**config.mk**
```make
export PLATFORM = sky130hd
export DESIGN_NAME = hyperbus_axi_bist_flat
export DESIGN_NICKNAME = d
export VERILOG_FILES = /design/src/rtl/hyperbus_axi_bist_if.sv /design/src/rtl/hyperbus_axi_bist.sv /design/src/flat_wrapper.sv
export SDC_FILE = /design/constraint.sdc
export NUM_CORES = 1
export LEC_CHECK = 0
export BUFFER_PORTS_ARGS = -buffer_cell sky130_fd_sc_hd__buf_2
export CAP_MARGIN = 20
export CORE_MARGIN = 1.5
export CORE_UTILIZATION = 25
export DETAILED_ROUTE_END_ITERATION = 8
export GPL_TIMING_DRIVEN = 1
export SLEW_MARGIN = 20
export SYNTH_ARGS = -nofsm -noshare
export SYNTH_HDL_FRONTEND = slang
export SYNTH_SLANG_ARGS = --single-unit
```
**constraint.sdc**
```tcl
create_clock -name clk_i -period 14.75 [get_ports clk_i]
set_input_delay 0.7375 -clock clk_i [delete_from_list [all_inputs] [get_ports clk_i]]
set_output_delay 0.7375 -clock clk_i [all_outputs]
set_load 0.1 [all_outputs]
```
**src/rtl/hyperbus_axi_bist_if.sv**
```systemverilog
// AXI4 channel bundle between the self-test master and the hyperbus AXI slave port.
// Single ID, INCR bursts only; unused AXI sideband signals are not carried.
interface hyperbus_axi_bist_if #(
   parameter int unsigned AddrWidth = 32,
   parameter int unsigned DataWidth = 128
);
   localparam int unsigned StrbWidth = DataWidth / 8;

   logic                 aw_valid;
   logic                 aw_ready;
   logic [AddrWidth-1:0] aw_addr;
   logic [7:0]           aw_len;
   logic [2:0]           aw_size;
   logic [1:0]           aw_burst;

   logic                 w_valid;
   logic                 w_ready;
   logic [DataWidth-1:0] w_data;
   logic [StrbWidth-1:0] w_strb;
   logic                 w_last;

   logic                 b_valid;
   logic                 b_ready;
   logic [1:0]           b_resp;

   logic                 ar_valid;
   logic                 ar_ready;
   logic [AddrWidth-1:0] ar_addr;
   logic [7:0]           ar_len;
   logic [2:0]           ar_size;
   logic [1:0]           ar_burst;

   logic                 r_valid;
   logic                 r_ready;
   logic [DataWidth-1:0] r_data;
   logic [1:0]           r_resp;
   logic                 r_last;

   modport master (
      output aw_valid, aw_addr, aw_len, aw_size, aw_burst,
      input  aw_ready,
      output w_valid, w_data, w_strb, w_last,
      input  w_ready,
      input  b_valid, b_resp,
      output b_ready,
      output ar_valid, ar_addr, ar_len, ar_size, ar_burst,
      input  ar_ready,
      input  r_valid, r_data, r_resp, r_last,
      output r_ready
   );

   modport slave (
      input  aw_valid, aw_addr, aw_len, aw_size, aw_burst,
      output aw_ready,
      input  w_valid, w_data, w_strb, w_last,
      output w_ready,
      output b_valid, b_resp,
      input  b_ready,
      input  ar_valid, ar_addr, ar_len, ar_size, ar_burst,
      output ar_ready,
      output r_valid, r_data, r_resp, r_last,
      input  r_ready
   );
endinterface

```
**src/rtl/hyperbus_axi_bist.sv**
```systemverilog
// AXI4 self-test master: writes one LFSR-patterned INCR burst, reads it back and
// counts response, strobed-data and last-beat errors in a saturating counter.
module hyperbus_axi_bist #(
   parameter int unsigned AddrWidth   = 32,
   parameter int unsigned DataWidth   = 128,
   parameter int unsigned ErrCntWidth = 16
) (
   input  logic                   clk_i,
   input  logic                   rst_ni,
   input  logic                   start_i,
   input  logic [AddrWidth-1:0]   cfg_addr_i,
   input  logic [7:0]             cfg_len_i,
   input  logic [2:0]             cfg_size_i,
   input  logic [31:0]            cfg_seed_i,
   output logic                   busy_o,
   output logic                   done_o,
   output logic                   cfg_err_o,
   output logic                   err_o,
   output logic [ErrCntWidth-1:0] err_cnt_o,
   hyperbus_axi_bist_if.master    axi
);

   localparam int unsigned StrbWidth = DataWidth / 8;
   localparam int unsigned LaneWidth = $clog2(StrbWidth);
   localparam logic [31:0] LfsrPoly  = 32'h8020_0003;
   localparam logic [1:0]  BurstIncr = 2'b01;
   localparam logic [1:0]  RespOkay  = 2'b00;

   typedef enum logic [2:0] {
      ST_IDLE,
      ST_AW,
      ST_W,
      ST_B,
      ST_AR,
      ST_R,
      ST_FIN
   } state_e;

   state_e state_q, state_d;

   logic [AddrWidth-1:0]   addr_q;
   logic [7:0]             len_q;
   logic [2:0]             size_q;
   logic [31:0]            seed_q;
   logic [31:0]            lfsr_q;
   logic [7:0]             beat_q;
   logic [LaneWidth-1:0]   lane_q;
   logic [ErrCntWidth-1:0] err_cnt_q;
   logic                   cfg_err_q;
   logic                   rej_done_q;

   logic       accept, reject, beat_adv, rewind;
   logic [1:0] err_inc;
   logic       aw_valid, w_valid, b_ready, ar_valid, r_ready;

   logic [8:0]           len_p1;
   logic [16:0]          span_end;
   logic                 cfg_bad;
   logic                 is_last;
   logic [31:0]          seed_fix;
   logic [StrbWidth-1:0] strb;
   logic [DataWidth-1:0] word, w_data;
   logic                 data_bad;
   logic [ErrCntWidth:0] cnt_sum;

   function automatic logic [31:0] lfsr_next(input logic [31:0] v);
      return (v >> 1) ^ (v[0] ? LfsrPoly : 32'h0);
   endfunction

   // Reject misaligned starts, oversized beats and bursts ending past a 4KiB page.
   always_comb begin
      len_p1   = {1'b0, cfg_len_i} + 9'd1;
      span_end = {5'd0, cfg_addr_i[11:0]} + ({8'd0, len_p1} << cfg_size_i);
      cfg_bad  = (cfg_size_i > 3'(LaneWidth))
              || ((cfg_addr_i[6:0] & ((7'd1 << cfg_size_i) - 7'd1)) != 7'd0)
              || (span_end > 17'd4096);
   end

   assign seed_fix = (cfg_seed_i == 32'd0) ? 32'd1 : cfg_seed_i;
   assign is_last  = (beat_q == len_q);
   assign word     = {(DataWidth / 32){lfsr_q}};

   // Byte lanes [lane, lane + 2**size) modulo the bus width.
   always_comb begin
      logic [LaneWidth-1:0] off;
      strb     = '0;
      w_data   = '0;
      data_bad = 1'b0;
      for (int unsigned i = 0; i < StrbWidth; i++) begin
         off     = LaneWidth'(i) - lane_q;
         strb[i] = (32'(off) < (32'd1 << size_q));
         if (strb[i]) begin
            w_data[8*i +: 8] = word[8*i +: 8];
            if (axi.r_data[8*i +: 8] != word[8*i +: 8]) begin
               data_bad = 1'b1;
            end
         end
      end
   end

   always_comb begin
      state_d  = state_q;
      accept   = 1'b0;
      reject   = 1'b0;
      beat_adv = 1'b0;
      rewind   = 1'b0;
      err_inc  = 2'd0;
      aw_valid = 1'b0;
      w_valid  = 1'b0;
      b_ready  = 1'b0;
      ar_valid = 1'b0;
      r_ready  = 1'b0;
      unique case (state_q)
         ST_IDLE: begin
            if (start_i) begin
               if (cfg_bad) begin
                  reject = 1'b1;
               end else begin
                  accept  = 1'b1;
                  state_d = ST_AW;
               end
            end
         end
         ST_AW: begin
            aw_valid = 1'b1;
            if (axi.aw_ready) state_d = ST_W;
         end
         ST_W: begin
            w_valid = 1'b1;
            if (axi.w_ready) begin
               beat_adv = 1'b1;
               if (is_last) state_d = ST_B;
            end
         end
         ST_B: begin
            b_ready = 1'b1;
            if (axi.b_valid) begin
               rewind  = 1'b1;
               err_inc = {1'b0, axi.b_resp != RespOkay};
               state_d = ST_AR;
            end
         end
         ST_AR: begin
            ar_valid = 1'b1;
            if (axi.ar_ready) state_d = ST_R;
         end
         ST_R: begin
            r_ready = 1'b1;
            if (axi.r_valid) begin
               beat_adv = 1'b1;
               err_inc  = {1'b0, axi.r_resp != RespOkay}
                        + {1'b0, data_bad}
                        + {1'b0, axi.r_last != is_last};
               if (axi.r_last || is_last) state_d = ST_FIN;
            end
         end
         ST_FIN: begin
            state_d = ST_IDLE;
         end
         default: begin
            state_d = ST_IDLE;
         end
      endcase
   end

   always_ff @(posedge clk_i or negedge rst_ni) begin
      if (!rst_ni) begin
         state_q <= ST_IDLE;
      end else begin
         state_q <= state_d;
      end
   end

   assign cnt_sum = {1'b0, err_cnt_q} + {{(ErrCntWidth-1){1'b0}}, err_inc};

   always_ff @(posedge clk_i or negedge rst_ni) begin
      if (!rst_ni) begin
         addr_q     <= '0;
         len_q      <= '0;
         size_q     <= '0;
         seed_q     <= '0;
         lfsr_q     <= '0;
         beat_q     <= '0;
         lane_q     <= '0;
         err_cnt_q  <= '0;
         cfg_err_q  <= 1'b0;
         rej_done_q <= 1'b0;
      end else begin
         rej_done_q <= reject;
         if (accept || reject) cfg_err_q <= reject;
         if (accept) begin
            addr_q    <= cfg_addr_i;
            len_q     <= cfg_len_i;
            size_q    <= cfg_size_i;
            seed_q    <= seed_fix;
            lfsr_q    <= seed_fix;
            beat_q    <= '0;
            lane_q    <= cfg_addr_i[LaneWidth-1:0];
            err_cnt_q <= '0;
         end else if (rewind) begin
            lfsr_q <= seed_q;
            beat_q <= '0;
            lane_q <= addr_q[LaneWidth-1:0];
         end else if (beat_adv) begin
            lfsr_q <= lfsr_next(lfsr_q);
            beat_q <= beat_q + 8'd1;
            lane_q <= lane_q + LaneWidth'(32'd1 << size_q);
         end
         if (err_inc != 2'd0) begin
            err_cnt_q <= cnt_sum[ErrCntWidth] ? '1 : cnt_sum[ErrCntWidth-1:0];
         end
      end
   end

   assign busy_o    = (state_q != ST_IDLE) && (state_q != ST_FIN);
   assign done_o    = (state_q == ST_FIN) || rej_done_q;
   assign cfg_err_o = cfg_err_q;
   assign err_o     = (err_cnt_q != '0) || cfg_err_q;
   assign err_cnt_o = err_cnt_q;

   assign axi.aw_valid = aw_valid;
   assign axi.aw_addr  = addr_q;
   assign axi.aw_len   = len_q;
   assign axi.aw_size  = size_q;
   assign axi.aw_burst = BurstIncr;
   assign axi.w_valid  = w_valid;
   assign axi.w_data   = w_data;
   assign axi.w_strb   = strb;
   assign axi.w_last   = is_last;
   assign axi.b_ready  = b_ready;
   assign axi.ar_valid = ar_valid;
   assign axi.ar_addr  = addr_q;
   assign axi.ar_len   = len_q;
   assign axi.ar_size  = size_q;
   assign axi.ar_burst = BurstIncr;
   assign axi.r_ready  = r_ready;

endmodule
```
**src/flat_wrapper.sv**
```systemverilog
// flat-port wrapper written by rule: the top's interface ports become plain ports
module hyperbus_axi_bist_flat 
#(
   parameter int unsigned AddrWidth   = 32,
   parameter int unsigned DataWidth   = 128,
   parameter int unsigned ErrCntWidth = 16
)
  (clk_i, rst_ni, start_i, cfg_addr_i, cfg_len_i, cfg_size_i, cfg_seed_i, busy_o, done_o, cfg_err_o, err_o, err_cnt_o, axi_aw_valid, axi_aw_addr, axi_aw_len, axi_aw_size, axi_aw_burst, axi_aw_ready, axi_w_valid, axi_w_data, axi_w_strb, axi_w_last, axi_w_ready, axi_b_valid, axi_b_resp, axi_b_ready, axi_ar_valid, axi_ar_addr, axi_ar_len, axi_ar_size, axi_ar_burst, axi_ar_ready, axi_r_valid, axi_r_data, axi_r_resp, axi_r_last, axi_r_ready);
  hyperbus_axi_bist_if #(.AddrWidth(AddrWidth), .DataWidth(DataWidth)) axi_i ();
  input  logic clk_i;
  input  logic rst_ni;
  input  logic start_i;
  input  logic [AddrWidth-1:0] cfg_addr_i;
  input  logic [7:0] cfg_len_i;
  input  logic [2:0] cfg_size_i;
  input  logic [31:0] cfg_seed_i;
  output logic busy_o;
  output logic done_o;
  output logic cfg_err_o;
  output logic err_o;
  output logic [ErrCntWidth-1:0] err_cnt_o;
  output wire logic [$bits(axi_i.aw_valid)-1:0] axi_aw_valid;
  output wire logic [$bits(axi_i.aw_addr)-1:0] axi_aw_addr;
  output wire logic [$bits(axi_i.aw_len)-1:0] axi_aw_len;
  output wire logic [$bits(axi_i.aw_size)-1:0] axi_aw_size;
  output wire logic [$bits(axi_i.aw_burst)-1:0] axi_aw_burst;
  input wire logic [$bits(axi_i.aw_ready)-1:0] axi_aw_ready;
  output wire logic [$bits(axi_i.w_valid)-1:0] axi_w_valid;
  output wire logic [$bits(axi_i.w_data)-1:0] axi_w_data;
  output wire logic [$bits(axi_i.w_strb)-1:0] axi_w_strb;
  output wire logic [$bits(axi_i.w_last)-1:0] axi_w_last;
  input wire logic [$bits(axi_i.w_ready)-1:0] axi_w_ready;
  input wire logic [$bits(axi_i.b_valid)-1:0] axi_b_valid;
  input wire logic [$bits(axi_i.b_resp)-1:0] axi_b_resp;
  output wire logic [$bits(axi_i.b_ready)-1:0] axi_b_ready;
  output wire logic [$bits(axi_i.ar_valid)-1:0] axi_ar_valid;
  output wire logic [$bits(axi_i.ar_addr)-1:0] axi_ar_addr;
  output wire logic [$bits(axi_i.ar_len)-1:0] axi_ar_len;
  output wire logic [$bits(axi_i.ar_size)-1:0] axi_ar_size;
  output wire logic [$bits(axi_i.ar_burst)-1:0] axi_ar_burst;
  input wire logic [$bits(axi_i.ar_ready)-1:0] axi_ar_ready;
  input wire logic [$bits(axi_i.r_valid)-1:0] axi_r_valid;
  input wire logic [$bits(axi_i.r_data)-1:0] axi_r_data;
  input wire logic [$bits(axi_i.r_resp)-1:0] axi_r_resp;
  input wire logic [$bits(axi_i.r_last)-1:0] axi_r_last;
  output wire logic [$bits(axi_i.r_ready)-1:0] axi_r_ready;
  assign axi_aw_valid = axi_i.aw_valid;
  assign axi_aw_addr = axi_i.aw_addr;
  assign axi_aw_len = axi_i.aw_len;
  assign axi_aw_size = axi_i.aw_size;
  assign axi_aw_burst = axi_i.aw_burst;
  assign axi_i.aw_ready = axi_aw_ready;
  assign axi_w_valid = axi_i.w_valid;
  assign axi_w_data = axi_i.w_data;
  assign axi_w_strb = axi_i.w_strb;
  assign axi_w_last = axi_i.w_last;
  assign axi_i.w_ready = axi_w_ready;
  assign axi_i.b_valid = axi_b_valid;
  assign axi_i.b_resp = axi_b_resp;
  assign axi_b_ready = axi_i.b_ready;
  assign axi_ar_valid = axi_i.ar_valid;
  assign axi_ar_addr = axi_i.ar_addr;
  assign axi_ar_len = axi_i.ar_len;
  assign axi_ar_size = axi_i.ar_size;
  assign axi_ar_burst = axi_i.ar_burst;
  assign axi_i.ar_ready = axi_ar_ready;
  assign axi_i.r_valid = axi_r_valid;
  assign axi_i.r_data = axi_r_data;
  assign axi_i.r_resp = axi_r_resp;
  assign axi_i.r_last = axi_r_last;
  assign axi_r_ready = axi_i.r_ready;
  hyperbus_axi_bist #(.AddrWidth(AddrWidth), .DataWidth(DataWidth), .ErrCntWidth(ErrCntWidth)) u_core (.clk_i(clk_i), .rst_ni(rst_ni), .start_i(start_i), .cfg_addr_i(cfg_addr_i), .cfg_len_i(cfg_len_i), .cfg_size_i(cfg_size_i), .cfg_seed_i(cfg_seed_i), .busy_o(busy_o), .done_o(done_o), .cfg_err_o(cfg_err_o), .err_o(err_o), .err_cnt_o(err_cnt_o), .axi(axi_i));
endmodule
```
==> load_flow_metrics.sql <==
INSERT INTO impl_metrics (metric_group, metric, value, unit) VALUES
('grt', 'grt_first_pass_wirelength', '65400', 'µm'),
('worst_setup_path', 'worstSetupStartpoint', 'u_core.axi.ar_size[2]$_DFFE_PN0P_', ''),
('cts', 'clk-insertion-delay-late', '0.47', 'ns'),
('cts', 'clkSlewWorstSetupHoldPaths', '0.07', 'ns'),
('finish', 'regArea', '3500', 'µm²'),
('cts', 'postCtsSetupRepairBufs', '0', ''),
('worst_setup_path', 'critical-path-slowest-cell', 'sky130_fd_sc_hd__nor4_1', ''),
('floorplan', 'initial_utilization', '25.5', '%'),
('cts', 'clock_tree_sinks', '140', ''),
('floorplan', 'ioPinCount', '476', ''),
('worst_setup_path', 'crit-reg2reg-launch', 'u_core.axi.ar_size[2]$_DFFE_PN0P_', ''),
('worst_setup_path', 'crit_family', 'simple AND/OR/NAND/NOR gates', ''),
('timing', 'setup_viol_count_final', '0', ''),
('logic_synthesis', 'synth.lib_cells_used.distinct', '66', ''),
('routing', 'post_drt_wl_per_cell', '18.4', 'µm'),
('timing', 'timing_hold_violations_final', '0', ''),
('routing', 'antenna_left', '0', ''),
('timing', 'fin_worst_skew', '0.00861', 'ns'),
('grt', 'first_global_vias', '10900', ''),
('cts', 'clockRootBuffer', 'sky130_fd_sc_hd__clkbuf_16', ''),
('worst_setup_path', 'worst-path-max-fanout', '23', ''),
('logic_synthesis', 'syn-instance-count', '1362', ''),
('cts', 'post_cts_resize_count', '0', ''),
('logic_synthesis', 'synth_sequential_area_ratio', '29.4', '%'),
('place', 'dp.final_hpwl', '32800', 'µm'),
('timing', 'slew-limit-headroom', '33.2', '%'),
('grt', 'grt_max_degree', '78', ''),
('timing', 'worst_slew_pin_slew', '0.988', 'ns'),
('cts', 'ctsHtreeMaxLevel', '4', ''),
('grt', 'globalRouteTotalUtil', '17.4', '%'),
('routing', 'drt_pre_antenna_iters', '7', ''),
('logic_synthesis', 'synthesis_stage_register_bit_count', '140', ''),
('worst_setup_path', 'worstSetupPathDepth', '19', ''),
('cts', 'cts_buffer_depth', '2', ''),
('finish', 'fillCellCount', '4886', ''),
('grt', 'globalRoute.totalOverflow', '0', ''),
('timing', 'rsz_0062_raised_after_global_routing', 'false', ''),
('worst_setup_path', 'crit_chain', 'nand3b_1, ha_1, o21ai_0, a21oi_1, a21oi_1, nor4_1, nand2_1, nor3_1, fa_1, o22ai_1, ha_1, inv_1, fa_1, nand3b_1, nor4_1, a21oi_1, nor2_1, nor2_1, a311oi_1', ''),
('worst_setup_path', 'worstSetupStartpointType', 'flop', ''),
('finish', 'area_delta_synth_final', '25.1', '%'),
('min_path', 'min-delay-path-class', 'primary input to async pin', ''),
('routing', 'post_route_drc_violation_count', '0', ''),
('cts', 'ctsHoldBuffers', '0', ''),
('worst_setup_path', 'cp_num_buf_inv', '1', ''),
('finish', 'multi_input_comb_area', '7470', 'µm²'),
('logic_synthesis', 'yosys_most_used_dff', 'sky130_fd_sc_hd__dfrtp_1', ''),
('job', 'drv.max_cap_violation_count', '0', ''),
('routing', 'drt_iter0_drc', '803', ''),
('worst_setup_path', 'timing.critical_path.mode_cell', 'sky130_fd_sc_hd__a21oi_1', ''),
('finish', 'nets', '1998', ''),
('worst_setup_path', 'timing.reg2reg.worst_path_depth', '19', ''),
('cts', 'tritoncts.num_buffers', '17', ''),
('worst_setup_path', 'worst-setup-path-type', 'flop to flop', ''),
('timing', 'fin_crit', '6.79', 'ns'),
('floorplan', 'coreArea', '46900', 'µm²'),
('worst_setup_path', 'worst_setup_path_end_kind', 'flop', ''),
('logic_synthesis', 'postSynth.asyncResetShare', '100', '%'),
('floorplan', 'die_width', '221', 'µm'),
('routing', 'drt-total-wl', '43000', 'µm'),
('status', 'outcome', 'finished, final reports clean', ''),
('worst_setup_path', 'timing.critical_path.to', 'u_core.err_cnt_o[7]$_DFFE_PN0P_', ''),
('logic_synthesis', 'postSynthAreaPerCell', '8.76', 'µm²'),
('logic_synthesis', 'ys_warn_count', '0', ''),
('finish', 'final_layout_size_suffix_gt1_share', '36.8', '%'),
('timing', 'fmax', '147', 'MHz'),
('worst_setup_path', 'worstPathRequired', '15.12', 'ns'),
('cts', 'clock_tree_from_tritoncts', 'built', ''),
('timing', 'slew_viol_final', '0', ''),
('floorplan', 'standard_cell_row_count', '79', ''),
('logic_synthesis', 'syn_area', '11900', 'µm²'),
('grt', 'antenna_found_initial', '1', '');
==> cells in the final DEF, fill, tap and decap left out, drive strengths merged, types with 56 or more instances in the layout <==
| master | n |
|---|---|
| xor2 | 80 |
| and2 | 70 |
| dfrtp | 140 |
| mux2 | 110 |
| nor2b | 76 |
| ha | 56 |
| nor2 | 93 |
| xnor2 | 85 |
| buf | 479 |
| nand2 | 108 |
| a21oi | 65 |
==> Yosys cell counts, types with 6 or more instances <==
library cell               count  area, µm²
sky130_fd_sc_hd__nand2_1     108        405
sky130_fd_sc_hd__a211oi_1      8       60.1
sky130_fd_sc_hd__nand2b_1      9       56.3
sky130_fd_sc_hd__mux2_2       96       1080
sky130_fd_sc_hd__a31oi_1      34        213
sky130_fd_sc_hd__xnor2_1      85        744
sky130_fd_sc_hd__xor2_1       80        701
sky130_fd_sc_hd__nor2b_1      76        475
sky130_fd_sc_hd__mux2i_1      11        110
sky130_fd_sc_hd__o21ai_0      32        160
sky130_fd_sc_hd__clkbuf_1     59        221
sky130_fd_sc_hd__o22ai_1       6       37.5
sky130_fd_sc_hd__dfrtp_1     140       3500
sky130_fd_sc_hd__buf_1        11       41.3
sky130_fd_sc_hd__or2_2         8       50.1
sky130_fd_sc_hd__nor4_1       31        194
sky130_fd_sc_hd__buf_2         9       45.0
sky130_fd_sc_hd__ha_1         56        701
sky130_fd_sc_hd__and2_1       70        438
sky130_fd_sc_hd__nand4_1      28        175
sky130_fd_sc_hd__nor3_1       19       95.1
sky130_fd_sc_hd__buf_4        57        428
sky130_fd_sc_hd__mux2_4       14        210
sky130_fd_sc_hd__nand3_1      17       85.1
sky130_fd_sc_hd__a21o_1       14        105
sky130_fd_sc_hd__inv_1        45        169
sky130_fd_sc_hd__nor2_1       93        349
sky130_fd_sc_hd__a21oi_1      65        325
==> routing by layer <==
layer	vias to the layer above	wire [µm]	global-route usage, %	share of wire (%)
met2	407	21100	29.3	49
met4	0	1020	6.61	2.4
li1	5321	-	-	-
met1	5453	18300	21.3	42
met5	-	0	0	0
met3	45	2670	4.44	6.2
==> flip-flops by register name (all words and copies together), names as in the netlist <==
signal and cells:
u_core.axi.ar_addr 32, u_core.state_q 3, u_core.beat_q 8, u_core.rej_done_q 1
u_core.cfg_err_o 1, u_core.axi.ar_len 8, u_core.lane_q 4, u_core.seed_q 32
u_core.err_cnt_o 16, u_core.lfsr_q 32, u_core.axi.ar_size 3
==> layout make-up <==
| cell class | count | area share (%) |
|---|---|---|
| well taps | 607 | 5.09 |
| flip-flops and latches | 140 | 23.5 |
| diodes | 1 | 0.0168 |
| clock inverters | 14 | 1.06 |
| multi-input cells | 1037 | 50.1 |
| repair buffers | 479 | 16.2 |
| clock buffers | 18 | 2.88 |
| inverters | 46 | 1.16 |
==> stage by stage <==
stage | cells | setup WS [ns] | area (µm²) | utilization, %
after CTS | 2340 | 7.84 | 14900 | 31.8
after detailed placement | 2308 | 7.86 | 14300 | 30.6
after global placement | 2308 | 8.18 | 14300 | 30.6
final | 2342 | 7.96 | 14900 | 31.9
after global routing | 2342 | 7.27 | 14900 | 31.9
after floorplan | 1364 | 8.27 | 11900 | -
==> cell families (layout without fill, tap and decap cells) <==
| group | Yosys count | after routing | share of synthesized area (%) |
|---|---|---|---|
| AOI/OAI and AO/OA | 196 | 196 | 10.2 |
| xor gates and xnor gates | 165 | 165 | 12.1 |
| adders and majority gates | 61 | 61 | 6.71 |
| buffers and inverters | 187 | 557 | 8.23 |
| DFF | 140 | 140 | 29.4 |
| muxes | 121 | 121 | 11.8 |
| other | 2 | 5 | 0.0630 |
| and+or+nand+nor | 490 | 490 | 21.5 |
==> worst min-delay path by stage <==
stage                                       start  slack, ns  cells past startpoint                                 to
detailed placement  u_core.seed_q[27]$_DFFE_PN0P_       0.50                      1      u_core.seed_q[27]$_DFFE_PN0P_
floorplan                                  rst_ni       0.44                      0  u_core.axi.ar_addr[0]$_DFFE_PN0P_
global route                               rst_ni       0.32                      1       u_core.beat_q[0]$_DFFE_PN0P_
finish                                     rst_ni       0.30                      1       u_core.beat_q[0]$_DFFE_PN0P_
CTS                                        rst_ni       0.29                      1       u_core.beat_q[0]$_DFFE_PN0P_
global placement    u_core.seed_q[31]$_DFFE_PN0P_       0.49                      1      u_core.seed_q[31]$_DFFE_PN0P_
Power is not shown: default switching activity piles up to over one toggle a cycle in this logic, so the estimate is an artifact.
